==> config.mk <==
export PLATFORM = sky130hd
export DESIGN_NAME = mem_port_arbiter_flat
export DESIGN_NICKNAME = d
export VERILOG_FILES = /design/src/rtl/mem_port_arbiter_pkg.sv /design/src/rtl/mem_port_arbiter_if.sv /design/src/rtl/mem_lane_align.sv /design/src/rtl/mem_port_arbiter.sv /design/src/flat_wrapper.sv
export SDC_FILE = /design/constraint.sdc
export NUM_CORES = 1
export LEC_CHECK = 0
export CAP_MARGIN = 40
export CORE_ASPECT_RATIO = 0.75
export CORE_MARGIN = 3
export CORE_UTILIZATION = 30
export CTS_BUF_LIST = sky130_fd_sc_hd__clkbuf_16
export DETAILED_ROUTE_END_ITERATION = 12
export PLACE_DENSITY = 0.64
export SYNTH_ARGS = -nofsm -noshare
export SYNTH_HDL_FRONTEND = slang
export SYNTH_SLANG_ARGS = --single-unit
==> constraint.sdc <==
create_clock -name clk -period 10 [get_ports clk]
set_clock_uncertainty 0.2 [all_clocks]
set_input_delay 3 -clock clk [delete_from_list [all_inputs] [get_ports clk]]
set_output_delay 3 -clock clk [all_outputs]
set_load 0.005 [all_outputs]
==> src/rtl/mem_port_arbiter_pkg.sv <==
// Shared types for the unified memory port: access sizes, arbiter states and
// the registered bus request record.
package mem_port_arbiter_pkg;

    typedef enum logic [1:0] {
        MEM_BYTE = 2'b00,
        MEM_HALF = 2'b01,
        MEM_WORD = 2'b10
    } mem_size_t;

    typedef enum logic [1:0] {
        IDLE     = 2'b00,
        BUS_IF   = 2'b01,
        BUS_DM   = 2'b10,
        RESP_ERR = 2'b11
    } arb_state_t;

    typedef struct packed {
        logic        we;
        logic [31:0] addr;
        logic [3:0]  be;
        logic [31:0] wdata;
    } bus_req_t;

endpackage

==> src/rtl/mem_port_arbiter_if.sv <==
// Fetch, data and memory-bus signals of the shared memory port. The arbiter
// takes the slave view; the pipeline and memory side take the master view.
interface mem_port_arbiter_if;
    logic        if_req;
    logic [31:0] if_addr;
    logic        if_gnt;
    logic        if_rvalid;
    logic [31:0] if_rdata;

    logic        dm_req;
    logic        dm_we;
    logic [31:0] dm_addr;
    logic [1:0]  dm_size;
    logic        dm_sign;
    logic [31:0] dm_wdata;
    logic        dm_gnt;
    logic        dm_rvalid;
    logic [31:0] dm_rdata;
    logic        dm_misaligned;

    logic        bus_req;
    logic        bus_we;
    logic [31:0] bus_addr;
    logic [3:0]  bus_be;
    logic [31:0] bus_wdata;
    logic        bus_ack;
    logic [31:0] bus_rdata;

    logic        stall_if;
    logic        stall_mem;

    modport slave (
        input  if_req, if_addr,
        output if_gnt, if_rvalid, if_rdata,
        input  dm_req, dm_we, dm_addr, dm_size, dm_sign, dm_wdata,
        output dm_gnt, dm_rvalid, dm_rdata, dm_misaligned,
        output bus_req, bus_we, bus_addr, bus_be, bus_wdata,
        input  bus_ack, bus_rdata,
        output stall_if, stall_mem
    );

    modport master (
        output if_req, if_addr,
        input  if_gnt, if_rvalid, if_rdata,
        output dm_req, dm_we, dm_addr, dm_size, dm_sign, dm_wdata,
        input  dm_gnt, dm_rvalid, dm_rdata, dm_misaligned,
        input  bus_req, bus_we, bus_addr, bus_be, bus_wdata,
        output bus_ack, bus_rdata,
        input  stall_if, stall_mem
    );
endinterface

==> src/rtl/mem_lane_align.sv <==
// Byte-lane steering for the data port: store enables and replication,
// misalignment detection, and load field extraction with extension.
module mem_lane_align
    import mem_port_arbiter_pkg::*;
(
    input  logic [1:0]  req_size,
    input  logic [1:0]  req_off,
    input  logic [31:0] req_wdata,
    output logic [3:0]  req_be,
    output logic [31:0] req_wdata_rep,
    output logic        req_misaligned,
    input  logic [1:0]  rsp_size,
    input  logic        rsp_sign,
    input  logic [1:0]  rsp_off,
    input  logic [31:0] rsp_rdata,
    output logic [31:0] rsp_data
);

    function automatic logic [31:0] ext_field(input logic [15:0] f, input logic half,
                                              input logic sgn);
        logic msb;
        msb = sgn & (half ? f[15] : f[7]);
        return half ? {{16{msb}}, f} : {{24{msb}}, f[7:0]};
    endfunction

    logic [7:0]  byte_sel;
    logic [15:0] half_sel;

    always_comb begin
        req_be         = 4'b1111;
        req_wdata_rep  = req_wdata;
        req_misaligned = 1'b0;
        case (mem_size_t'(req_size))
            MEM_BYTE: begin
                req_be        = 4'b0001 << req_off;
                req_wdata_rep = {4{req_wdata[7:0]}};
            end
            MEM_HALF: begin
                req_be         = 4'b0011 << req_off;
                req_wdata_rep  = {2{req_wdata[15:0]}};
                req_misaligned = req_off[0];
            end
            MEM_WORD: begin
                req_misaligned = (req_off != 2'b00);
            end
            default: begin
                // size 11 has no legal encoding; reject it like any misaligned access
                req_misaligned = 1'b1;
            end
        endcase
    end

    always_comb begin
        byte_sel = 8'(rsp_rdata >> {rsp_off, 3'b000});
        half_sel = 16'(rsp_rdata >> {rsp_off[1], 4'b0000});
        case (mem_size_t'(rsp_size))
            MEM_BYTE: rsp_data = ext_field({8'h00, byte_sel}, 1'b0, rsp_sign);
            MEM_HALF: rsp_data = ext_field(half_sel, 1'b1, rsp_sign);
            default:  rsp_data = rsp_rdata;
        endcase
    end

endmodule

==> src/rtl/mem_port_arbiter.sv <==
// Shares one memory bus between instruction fetch and data access: data has
// priority, a starvation counter forces fetch through, one transaction at a time.
module mem_port_arbiter
    import mem_port_arbiter_pkg::*;
#(
    parameter int STARVE_LIMIT = 4
) (
    input  logic               clk,
    input  logic               reset,
    mem_port_arbiter_if.slave  port
);

    localparam int CNT_W = $clog2(STARVE_LIMIT + 1);
    localparam logic [CNT_W-1:0] CNT_MAX = CNT_W'(STARVE_LIMIT);

    arb_state_t       state_q, state_d;
    logic [CNT_W-1:0] starve_cnt_q, starve_cnt_d;
    logic             if_rvalid_q, if_rvalid_d;
    logic             dm_rvalid_q, dm_rvalid_d;
    logic             dm_mis_q, dm_mis_d;

    bus_req_t         req_q, req_d;
    logic [1:0]       rsp_size_q, rsp_size_d;
    logic             rsp_sign_q, rsp_sign_d;
    logic [1:0]       rsp_off_q, rsp_off_d;
    logic [31:0]      if_rdata_q, if_rdata_d;
    logic [31:0]      dm_rdata_q, dm_rdata_d;

    logic             grant_if, grant_dm;
    logic [3:0]       dm_be;
    logic [31:0]      dm_wdata_rep;
    logic             dm_mis;
    logic [31:0]      dm_load;
    logic             bus_active;
    logic             unused_if_addr_lo;

    assign unused_if_addr_lo = ^port.if_addr[1:0];

    mem_lane_align u_align (
        .req_size       (port.dm_size),
        .req_off        (port.dm_addr[1:0]),
        .req_wdata      (port.dm_wdata),
        .req_be         (dm_be),
        .req_wdata_rep  (dm_wdata_rep),
        .req_misaligned (dm_mis),
        .rsp_size       (rsp_size_q),
        .rsp_sign       (rsp_sign_q),
        .rsp_off        (rsp_off_q),
        .rsp_rdata      (port.bus_rdata),
        .rsp_data       (dm_load)
    );

    always_comb begin
        state_d      = state_q;
        starve_cnt_d = starve_cnt_q;
        if_rvalid_d  = 1'b0;
        dm_rvalid_d  = 1'b0;
        dm_mis_d     = 1'b0;
        req_d        = req_q;
        rsp_size_d   = rsp_size_q;
        rsp_sign_d   = rsp_sign_q;
        rsp_off_d    = rsp_off_q;
        if_rdata_d   = if_rdata_q;
        dm_rdata_d   = dm_rdata_q;
        grant_if     = 1'b0;
        grant_dm     = 1'b0;

        unique case (state_q)
            IDLE: begin
                grant_if = port.if_req & (~port.dm_req | (starve_cnt_q == CNT_MAX));
                grant_dm = port.dm_req & ~grant_if;
                if (grant_if) begin
                    starve_cnt_d = '0;
                    req_d        = '{we: 1'b0, addr: {port.if_addr[31:2], 2'b00},
                                     be: 4'b1111, wdata: 32'h0};
                    state_d      = BUS_IF;
                end else if (grant_dm) begin
                    if (port.if_req && starve_cnt_q != CNT_MAX)
                        starve_cnt_d = starve_cnt_q + CNT_W'(1);
                    if (dm_mis) begin
                        // rejected before any bus cycle; the response fires next cycle
                        state_d     = RESP_ERR;
                        dm_rvalid_d = 1'b1;
                        dm_mis_d    = 1'b1;
                        dm_rdata_d  = '0;
                    end else begin
                        req_d      = '{we: port.dm_we, addr: {port.dm_addr[31:2], 2'b00},
                                       be: dm_be, wdata: dm_wdata_rep};
                        rsp_size_d = port.dm_size;
                        rsp_sign_d = port.dm_sign;
                        rsp_off_d  = port.dm_addr[1:0];
                        state_d    = BUS_DM;
                    end
                end
            end
            BUS_IF: begin
                if (port.bus_ack) begin
                    if_rdata_d  = port.bus_rdata;
                    if_rvalid_d = 1'b1;
                    state_d     = IDLE;
                end
            end
            BUS_DM: begin
                if (port.bus_ack) begin
                    dm_rdata_d  = req_q.we ? 32'h0 : dm_load;
                    dm_rvalid_d = 1'b1;
                    state_d     = IDLE;
                end
            end
            RESP_ERR: state_d = IDLE;
            default:  state_d = IDLE;
        endcase
    end

    always_ff @(posedge clk or posedge reset) begin
        if (reset) begin
            state_q      <= IDLE;
            starve_cnt_q <= '0;
            if_rvalid_q  <= 1'b0;
            dm_rvalid_q  <= 1'b0;
            dm_mis_q     <= 1'b0;
        end else begin
            state_q      <= state_d;
            starve_cnt_q <= starve_cnt_d;
            if_rvalid_q  <= if_rvalid_d;
            dm_rvalid_q  <= dm_rvalid_d;
            dm_mis_q     <= dm_mis_d;
        end
    end

    // Datapath registers carry no reset; every output they feed is gated by state or valid.
    always_ff @(posedge clk) begin
        req_q      <= req_d;
        rsp_size_q <= rsp_size_d;
        rsp_sign_q <= rsp_sign_d;
        rsp_off_q  <= rsp_off_d;
        if_rdata_q <= if_rdata_d;
        dm_rdata_q <= dm_rdata_d;
    end

    assign bus_active = (state_q == BUS_IF) || (state_q == BUS_DM);

    assign port.bus_req       = bus_active;
    assign port.bus_we        = bus_active & req_q.we;
    assign port.bus_addr      = bus_active ? req_q.addr  : 32'h0;
    assign port.bus_be        = bus_active ? req_q.be    : 4'h0;
    assign port.bus_wdata     = bus_active ? req_q.wdata : 32'h0;

    assign port.if_gnt        = grant_if;
    assign port.dm_gnt        = grant_dm;
    assign port.if_rvalid     = if_rvalid_q;
    assign port.if_rdata      = if_rvalid_q ? if_rdata_q : 32'h0;
    assign port.dm_rvalid     = dm_rvalid_q;
    assign port.dm_rdata      = dm_rvalid_q ? dm_rdata_q : 32'h0;
    assign port.dm_misaligned = dm_mis_q;

    assign port.stall_if      = (port.if_req & ~grant_if) | (state_q == BUS_IF);
    assign port.stall_mem     = (port.dm_req & ~grant_dm) | (state_q == BUS_DM);

endmodule

==> src/flat_wrapper.sv <==
// flat-port wrapper written by rule: the top's interface ports become plain ports
module mem_port_arbiter_flat import mem_port_arbiter_pkg::*;
#(
    parameter int STARVE_LIMIT = 4
)
  (clk, reset, port_if_req, port_if_addr, port_if_gnt, port_if_rvalid, port_if_rdata, port_dm_req, port_dm_we, port_dm_addr, port_dm_size, port_dm_sign, port_dm_wdata, port_dm_gnt, port_dm_rvalid, port_dm_rdata, port_dm_misaligned, port_bus_req, port_bus_we, port_bus_addr, port_bus_be, port_bus_wdata, port_bus_ack, port_bus_rdata, port_stall_if, port_stall_mem);
  mem_port_arbiter_if port_i ();
  input  logic clk;
  input  logic reset;
  input wire logic [$bits(port_i.if_req)-1:0] port_if_req;
  input wire logic [$bits(port_i.if_addr)-1:0] port_if_addr;
  output wire logic [$bits(port_i.if_gnt)-1:0] port_if_gnt;
  output wire logic [$bits(port_i.if_rvalid)-1:0] port_if_rvalid;
  output wire logic [$bits(port_i.if_rdata)-1:0] port_if_rdata;
  input wire logic [$bits(port_i.dm_req)-1:0] port_dm_req;
  input wire logic [$bits(port_i.dm_we)-1:0] port_dm_we;
  input wire logic [$bits(port_i.dm_addr)-1:0] port_dm_addr;
  input wire logic [$bits(port_i.dm_size)-1:0] port_dm_size;
  input wire logic [$bits(port_i.dm_sign)-1:0] port_dm_sign;
  input wire logic [$bits(port_i.dm_wdata)-1:0] port_dm_wdata;
  output wire logic [$bits(port_i.dm_gnt)-1:0] port_dm_gnt;
  output wire logic [$bits(port_i.dm_rvalid)-1:0] port_dm_rvalid;
  output wire logic [$bits(port_i.dm_rdata)-1:0] port_dm_rdata;
  output wire logic [$bits(port_i.dm_misaligned)-1:0] port_dm_misaligned;
  output wire logic [$bits(port_i.bus_req)-1:0] port_bus_req;
  output wire logic [$bits(port_i.bus_we)-1:0] port_bus_we;
  output wire logic [$bits(port_i.bus_addr)-1:0] port_bus_addr;
  output wire logic [$bits(port_i.bus_be)-1:0] port_bus_be;
  output wire logic [$bits(port_i.bus_wdata)-1:0] port_bus_wdata;
  input wire logic [$bits(port_i.bus_ack)-1:0] port_bus_ack;
  input wire logic [$bits(port_i.bus_rdata)-1:0] port_bus_rdata;
  output wire logic [$bits(port_i.stall_if)-1:0] port_stall_if;
  output wire logic [$bits(port_i.stall_mem)-1:0] port_stall_mem;
  assign port_i.if_req = port_if_req;
  assign port_i.if_addr = port_if_addr;
  assign port_if_gnt = port_i.if_gnt;
  assign port_if_rvalid = port_i.if_rvalid;
  assign port_if_rdata = port_i.if_rdata;
  assign port_i.dm_req = port_dm_req;
  assign port_i.dm_we = port_dm_we;
  assign port_i.dm_addr = port_dm_addr;
  assign port_i.dm_size = port_dm_size;
  assign port_i.dm_sign = port_dm_sign;
  assign port_i.dm_wdata = port_dm_wdata;
  assign port_dm_gnt = port_i.dm_gnt;
  assign port_dm_rvalid = port_i.dm_rvalid;
  assign port_dm_rdata = port_i.dm_rdata;
  assign port_dm_misaligned = port_i.dm_misaligned;
  assign port_bus_req = port_i.bus_req;
  assign port_bus_we = port_i.bus_we;
  assign port_bus_addr = port_i.bus_addr;
  assign port_bus_be = port_i.bus_be;
  assign port_bus_wdata = port_i.bus_wdata;
  assign port_i.bus_ack = port_bus_ack;
  assign port_i.bus_rdata = port_bus_rdata;
  assign port_stall_if = port_i.stall_if;
  assign port_stall_mem = port_i.stall_mem;
  mem_port_arbiter #(.STARVE_LIMIT(STARVE_LIMIT)) u_core (.clk(clk), .reset(reset), .port(port_i));
endmodule
# Yosys cells after proc, flatten, opt, wreduce, memory -nomap -nowiden
# Index checks and enable logic that the tools add are counted.
classes:
  mul: 0
  n_mux: 35
  div: 0
  addsub: 1
  reduce_logical: 16
  n_lt_le_gt_ge: 0
  shift: 4
  n_eq_ne: 15
  bitwise_logic: 15
ops:
  columns: ["operator", "n"]
  rows:
  - ["two-way mux 32 bit", 9]
  - ["one-hot mux 32 bit (2 select lines)", 3]
  - ["two-way mux 69 bit", 2]
  - ["two-way mux 68 bit", 1]
  - ["right shift 32 x 5 -> 16 bit", 1]
  - ["right shift 32 x 5 -> 8 bit", 1]
  - ["two-way mux 1 bit", 9]
  - ["two-way mux 3 bit", 3]
  - ["one-hot mux 4 bit (2 select lines)", 1]
  - ["nonzero test 2 bit", 4]
  - ["bitwise AND 1 bit", 7]
  - ["equality test 2 x 1 -> 1 bit, second input constant", 3]
  - ["equality test 2 bit, second input constant", 3]
  - ["zero test 2 bit", 3]
  - ["two-way mux 2 bit", 3]
  - ["!= test 2 x 1 -> 1 bit, second input constant", 3]
  - ["!= test 2 bit, second input constant", 3]
  - ["one-hot mux 2 bit (3 select lines)", 1]
  - ["AND reduction 3 bit", 2]
  - ["NOT 1 bit", 5]
  - ["AND reduction 5 bit", 1]
  - ["two-way mux 4 bit", 1]
  - ["AND reduction 2 bit", 2]
  - ["AND reduction 4 bit", 1]
  - ["other kinds (12)", 14]
word_totals:
  output_inout_bits: 141
  input_bits: 137
  reg_bits: 146
  n_memories: 0
  word_cells: 101
  ramBits: 0
  rom_bits: 0
  latch_bits: 0

# Logic depth before layout (Yosys ltp)
logic_depth:
  depth_word: 9
  ltp_mapped: 7
  ltp_nobuf: 5

# Hierarchy
# A second synthesis with hierarchy kept.
unflattened:
  hier_cells: 617
  area_unflattened_um2: 7673.6
modules_own_cells:
  columns: ["mod", "cells_per_inst", "seq_area_each_um2", "area_per_inst_um2", "instances"]
  rows:
  - ["mem_port_arbiter", 455, 4284.1, 6480.0, 1]
  - ["mem_lane_align", 162, 0.0, 1193.6, 1]

# Worst setup path before layout
# No wires, ideal clock.
synth_timing:
  path_type: "input -> output"
  start: "input port port_dm_req"
  end: "output port port_stall_if"
  path_buffers: 0
  path_stages: 3
  t_required_ps: 6800
  setup_slack_ps: 3252
  arrival_ps: 3548
  path_cell_list: "a21bo_2 -> a21oi_1 -> or2_2"
synth_via:
  elab_chain_len: 7
synth_rtl:
  columns: ["item", "line_no", "text"]
  rows:
  - ["from (decl)", "flat_wrapper.sv:15", "input wire logic [$bits(port_i.dm_req)-1:0] port_dm_req;"]
  - ["NOT 1 bit", "mem_port_arbiter.sv:70", "grant_if = port.if_req & (~port.dm_req | (starve_cnt_q == CNT_MAX));"]
  - ["OR 1 bit", "mem_port_arbiter.sv:70", null]
  - ["bitwise AND 1 bit", "mem_port_arbiter.sv:70", null]
  - ["two-way mux 1 bit", "mem_port_arbiter.sv:68", "unique case (state_q)"]
  - ["NOT 1 bit", "mem_port_arbiter.sv:157", "assign port.stall_if = (port.if_req & ~grant_if) | (state_q == BUS_IF);"]
  - ["bitwise AND 1 bit", "mem_port_arbiter.sv:157", null]
  - ["OR 1 bit", "mem_port_arbiter.sv:157", null]
  - ["to (decl)", "flat_wrapper.sv:32", "output wire logic [$bits(port_i.stall_if)-1:0] port_stall_if;"]
# No other way between the ends.

# Worst setup path after layout
# Ends and elaborated chain as after synthesis.

==> run_results.csv <==
group,metric,value,unit
outcome,status,"finished clean",
sta,setup_ws,2.01,ns
floorplanning,die_y,142,um
floorplanning,die_w,187,um
worst_setup_path,crit_arrival,4.79,ns
final_layout,diodes,0,
synthesis,postSynth.asyncResetShare,0.0556,
synthesis,synth_commonest_cells,"142 x and2_1, 136 x edfxtp_1, 44 x mux2_2, 44 x o21ai_0, 23 x clkbuf_1",
final_layout,seqCellArea,0.00428,mm^2
sta,maxSlewHeadroom,0.424,
synthesis,synth-seq-cells,144,
detailed_routing,ant_nets,0,
synthesis,syn_inst,604,
floorplanning,dieArea,0.0266,mm^2
global_routing,grt_pass1_vias,5618,
sta,tightest_slew,0.861,ns
pwr,ir_drop,0.130,mV
clock_tree,h-tree-depth,4,
final_layout,multi_input_area,0.00287,mm^2
sta,period_share,0.799,
synthesis,ys.flop_type,"edfxtp_1",
global_routing,grt_pass1_wl,33900,um
worst_setup_path,path_buf_inv,2,
detailed_routing,first_iter_violations,312,
clock_tree,insertion_delay,0.41,ns
global_routing,grt_max_degree,56,
sta,setup-violations-final,0,
job,drv_cap,0,
clock_tree,cts_buffers,17,
final_layout,finalNetCount,1012,
clock_tree,cts_root_buffer,"clkbuf_16",
clock_tree,tritoncts,"yes",
sta,tns,0,ns
detailed_routing,drt_wl_total,22200,um
worst_setup_path,cp_max_fo,7,
synthesis,synth_area_leaders,"edfxtp_1 55%, and2_1 12%, mux2_2 6.7%",
place,port_buffers,273,
synthesis,synth_top_area_frac,0.552,
clock_tree,cts_sinks,144,
sta,hold_violations,0,
worst_setup_path,path_delay_family,"buffers and inverters",
sta,slew_violations,0,
place,dpl_worst_slack,2.00,ns
floorplanning,num_io_pins,278,
sta,min_period,7.99,ns
detailed_routing,drc,0,
worst_setup_path,path_cells,"clkdlybuf4s50_1 -> a21bo_2 -> a21oi_1 -> or2_2 -> clkdlybuf4s50_1",
sta,fmax,0.125,GHz
synthesis,yosysWarnings,0,
place,hpwl,16200,um
worst_setup_path,worst_setup_path_start_kind,"input port",
detailed_routing,via_count,5669,
worst_setup_path,cp_data_required_time,6.80,ns
sta,rsz0062_at_grt,"false",
worst_setup_path,path_class,"in2out",
synthesis,ys_seq_area_frac,0.579,
global_routing,antenna_found_initial,0,
synthesis,syn_area_per_cell,12.2,um^2
synthesis,synth_area,0.00740,mm^2
synthesis,post-synth-top-count-cell,"and2_1",
pwr,p_per_area,235,mW/mm^2
synthesis,yosysTopAreaCell,"edfxtp_1",
clock_tree,cts_resized,0,
worst_hold_path,worstHoldPathType,"reg2reg",
clock_tree,clockBufferDepth,2,
floorplanning,core_area,0.0241,mm^2
final_layout,fill_cells,2252,
final_layout,layout-drive-gt1-share,0.120,
floorplanning,start_util,0.307,
final_layout,area_growth,49.5,%
synthesis,ys_types,50,
clock_tree,clk_pin_slew_worst_paths,0.06,ns
worst_setup_path,crit_path_frequent_cell,"clkdlybuf4s50_1",
worst_setup_path,end_kind,"primary output",
pwr,p_leak,3.95,nW
floorplanning,rows,49,
detailed_routing,first_pass_iters,5,
worst_setup_path,slowest_delay,0.68,ns
global_routing,grt_use_total,0.165,
place,place.gp.congestion,0.768,
synthesis,synth-edff-count,136,
detailed_routing,wl_per_cell,18.3,um
global_routing,overflow,0,
worst_setup_path,slowest_stage,"clkdlybuf4s50_1",
detailed_routing,viasPerCell,4.67,
clock_tree,holdBufCountCts,0,
clock_tree,post_cts_buffers,0,
path summary, 6_finish.rpt:
path / to / from / depth (start not counted) / slack (ns)
setup reg to reg: u_core.req_q[40] / u_core.state_q[0] / 6 / 7.48
hold reg to reg: u_core.starve_cnt_q[1] / u_core.starve_cnt_q[1] / 2 / 0.33
setup / recovery: port_stall_if / port_dm_req / 5 / 2.01
max in group asynchronous: u_core.state_q[1] / reset / 2 / 6.69
hold / removal: u_core.starve_cnt_q[1] / u_core.starve_cnt_q[1] / 2 / 0.33
min in group asynchronous: u_core.port.if_rvalid / reset / 2 / 2.66
registers in the layout, summed over array words and instances, names as in the netlist, 2 cells and up:
| register | flops |
|---|---|
| u_core.dm_rdata_q | 32 |
| u_core.req_q | 67 |
| u_core.starve_cnt_q | 3 |
| u_core.if_rdata_q | 32 |
| u_core.state_q | 2 |
| u_core.rsp_size_q | 2 |
| u_core.rsp_off_q | 2 |
layout by cell type, fill, tap and decap left out, drive strengths merged, types with 2 or more instances in the layout:
cell	Yosys	layout
nand2b	5	5
clkbuf	23	17
mux2	46	46
conb	1	2
o41ai	2	2
ha	6	6
clkinv	0	2
o21ai	54	54
a221oi	7	7
o22ai	7	7
and3b	8	8
nor2b	9	9
nand3	4	4
and2	142	142
a22oi	9	9
edfxtp	136	136
a31oi	4	4
buf	16	11
clkinvlp	0	8
nand2	18	18
inv	18	23
a21o	3	3
a21oi	19	19
nor3b	3	3
mux2i	16	16
clkdlybuf4s50	0	273
nor2	22	22
dfrtp	8	8
nand3b	3	3
worst register-to-register path: cells and delay by family (launching register included):
family	cells	cell delay (ns)
compound gates	2	0.62
buf+inv	2	0.41
flops	1	0.40
fa+ha+maj	1	0.33
simple gates	1	0.22
area by class of cell:
cell class                      count  area share
Clock buffer                       17      0.0385
Clock inverter                     15     0.00894
Inverter                           18     0.00611
Multi-Input combinational cell    404       0.260
Sequential cell                   144       0.387
Tap cell                          331      0.0374
Timing Repair Buffer              284       0.262
metrics by stage:
| stage | std cells | power, mW | instance area (um^2) | utilization | hold WS, ns |
|---|---|---|---|---|---|
| after floorplan | 605 | 1.37 | 7400 | - | 0.275 |
| after global placement | 1175 | 2.00 | 10400 | 0.432 | 0.300 |
| after detailed placement | 1181 | 2.05 | 10500 | 0.437 | 0.320 |
| after CTS | 1213 | 2.63 | 11100 | 0.459 | 0.334 |
| after global routing | 1213 | 2.75 | 11100 | 0.459 | 0.354 |
| final | 1213 | 2.59 | 11100 | 0.459 | 0.326 |
logic make-up (layout without fill, tap and decap cells):
group	count (synthesis)	after routing	synth area share
fa+ha+maj	6	6	0.0101
buf+inv	57	334	0.0357
flops	144	144	0.579
other cells	1	2	0.000507
mux	63	63	0.0952
compound gates	112	112	0.0994
simple gates	221	221	0.180
per-layer routing:
metal  track usage  share of wire  vias up
met5             0              0        -
met4        0.0513          0.016        0
met3        0.0455          0.068       25
met2         0.244           0.45      212
met1         0.235           0.47     2726
li1              -              -     2706
power by group:
part / switching, mW / internal [mW] / total (mW)
clock: 0.259 / 0.314 / 0.573
combinational: 0.488 / 0.606 / 1.09
sequential: 0.0475 / 0.880 / 0.928
total: 0.794 / 1.80 / 2.59
(Power assumes the default switching activity.)
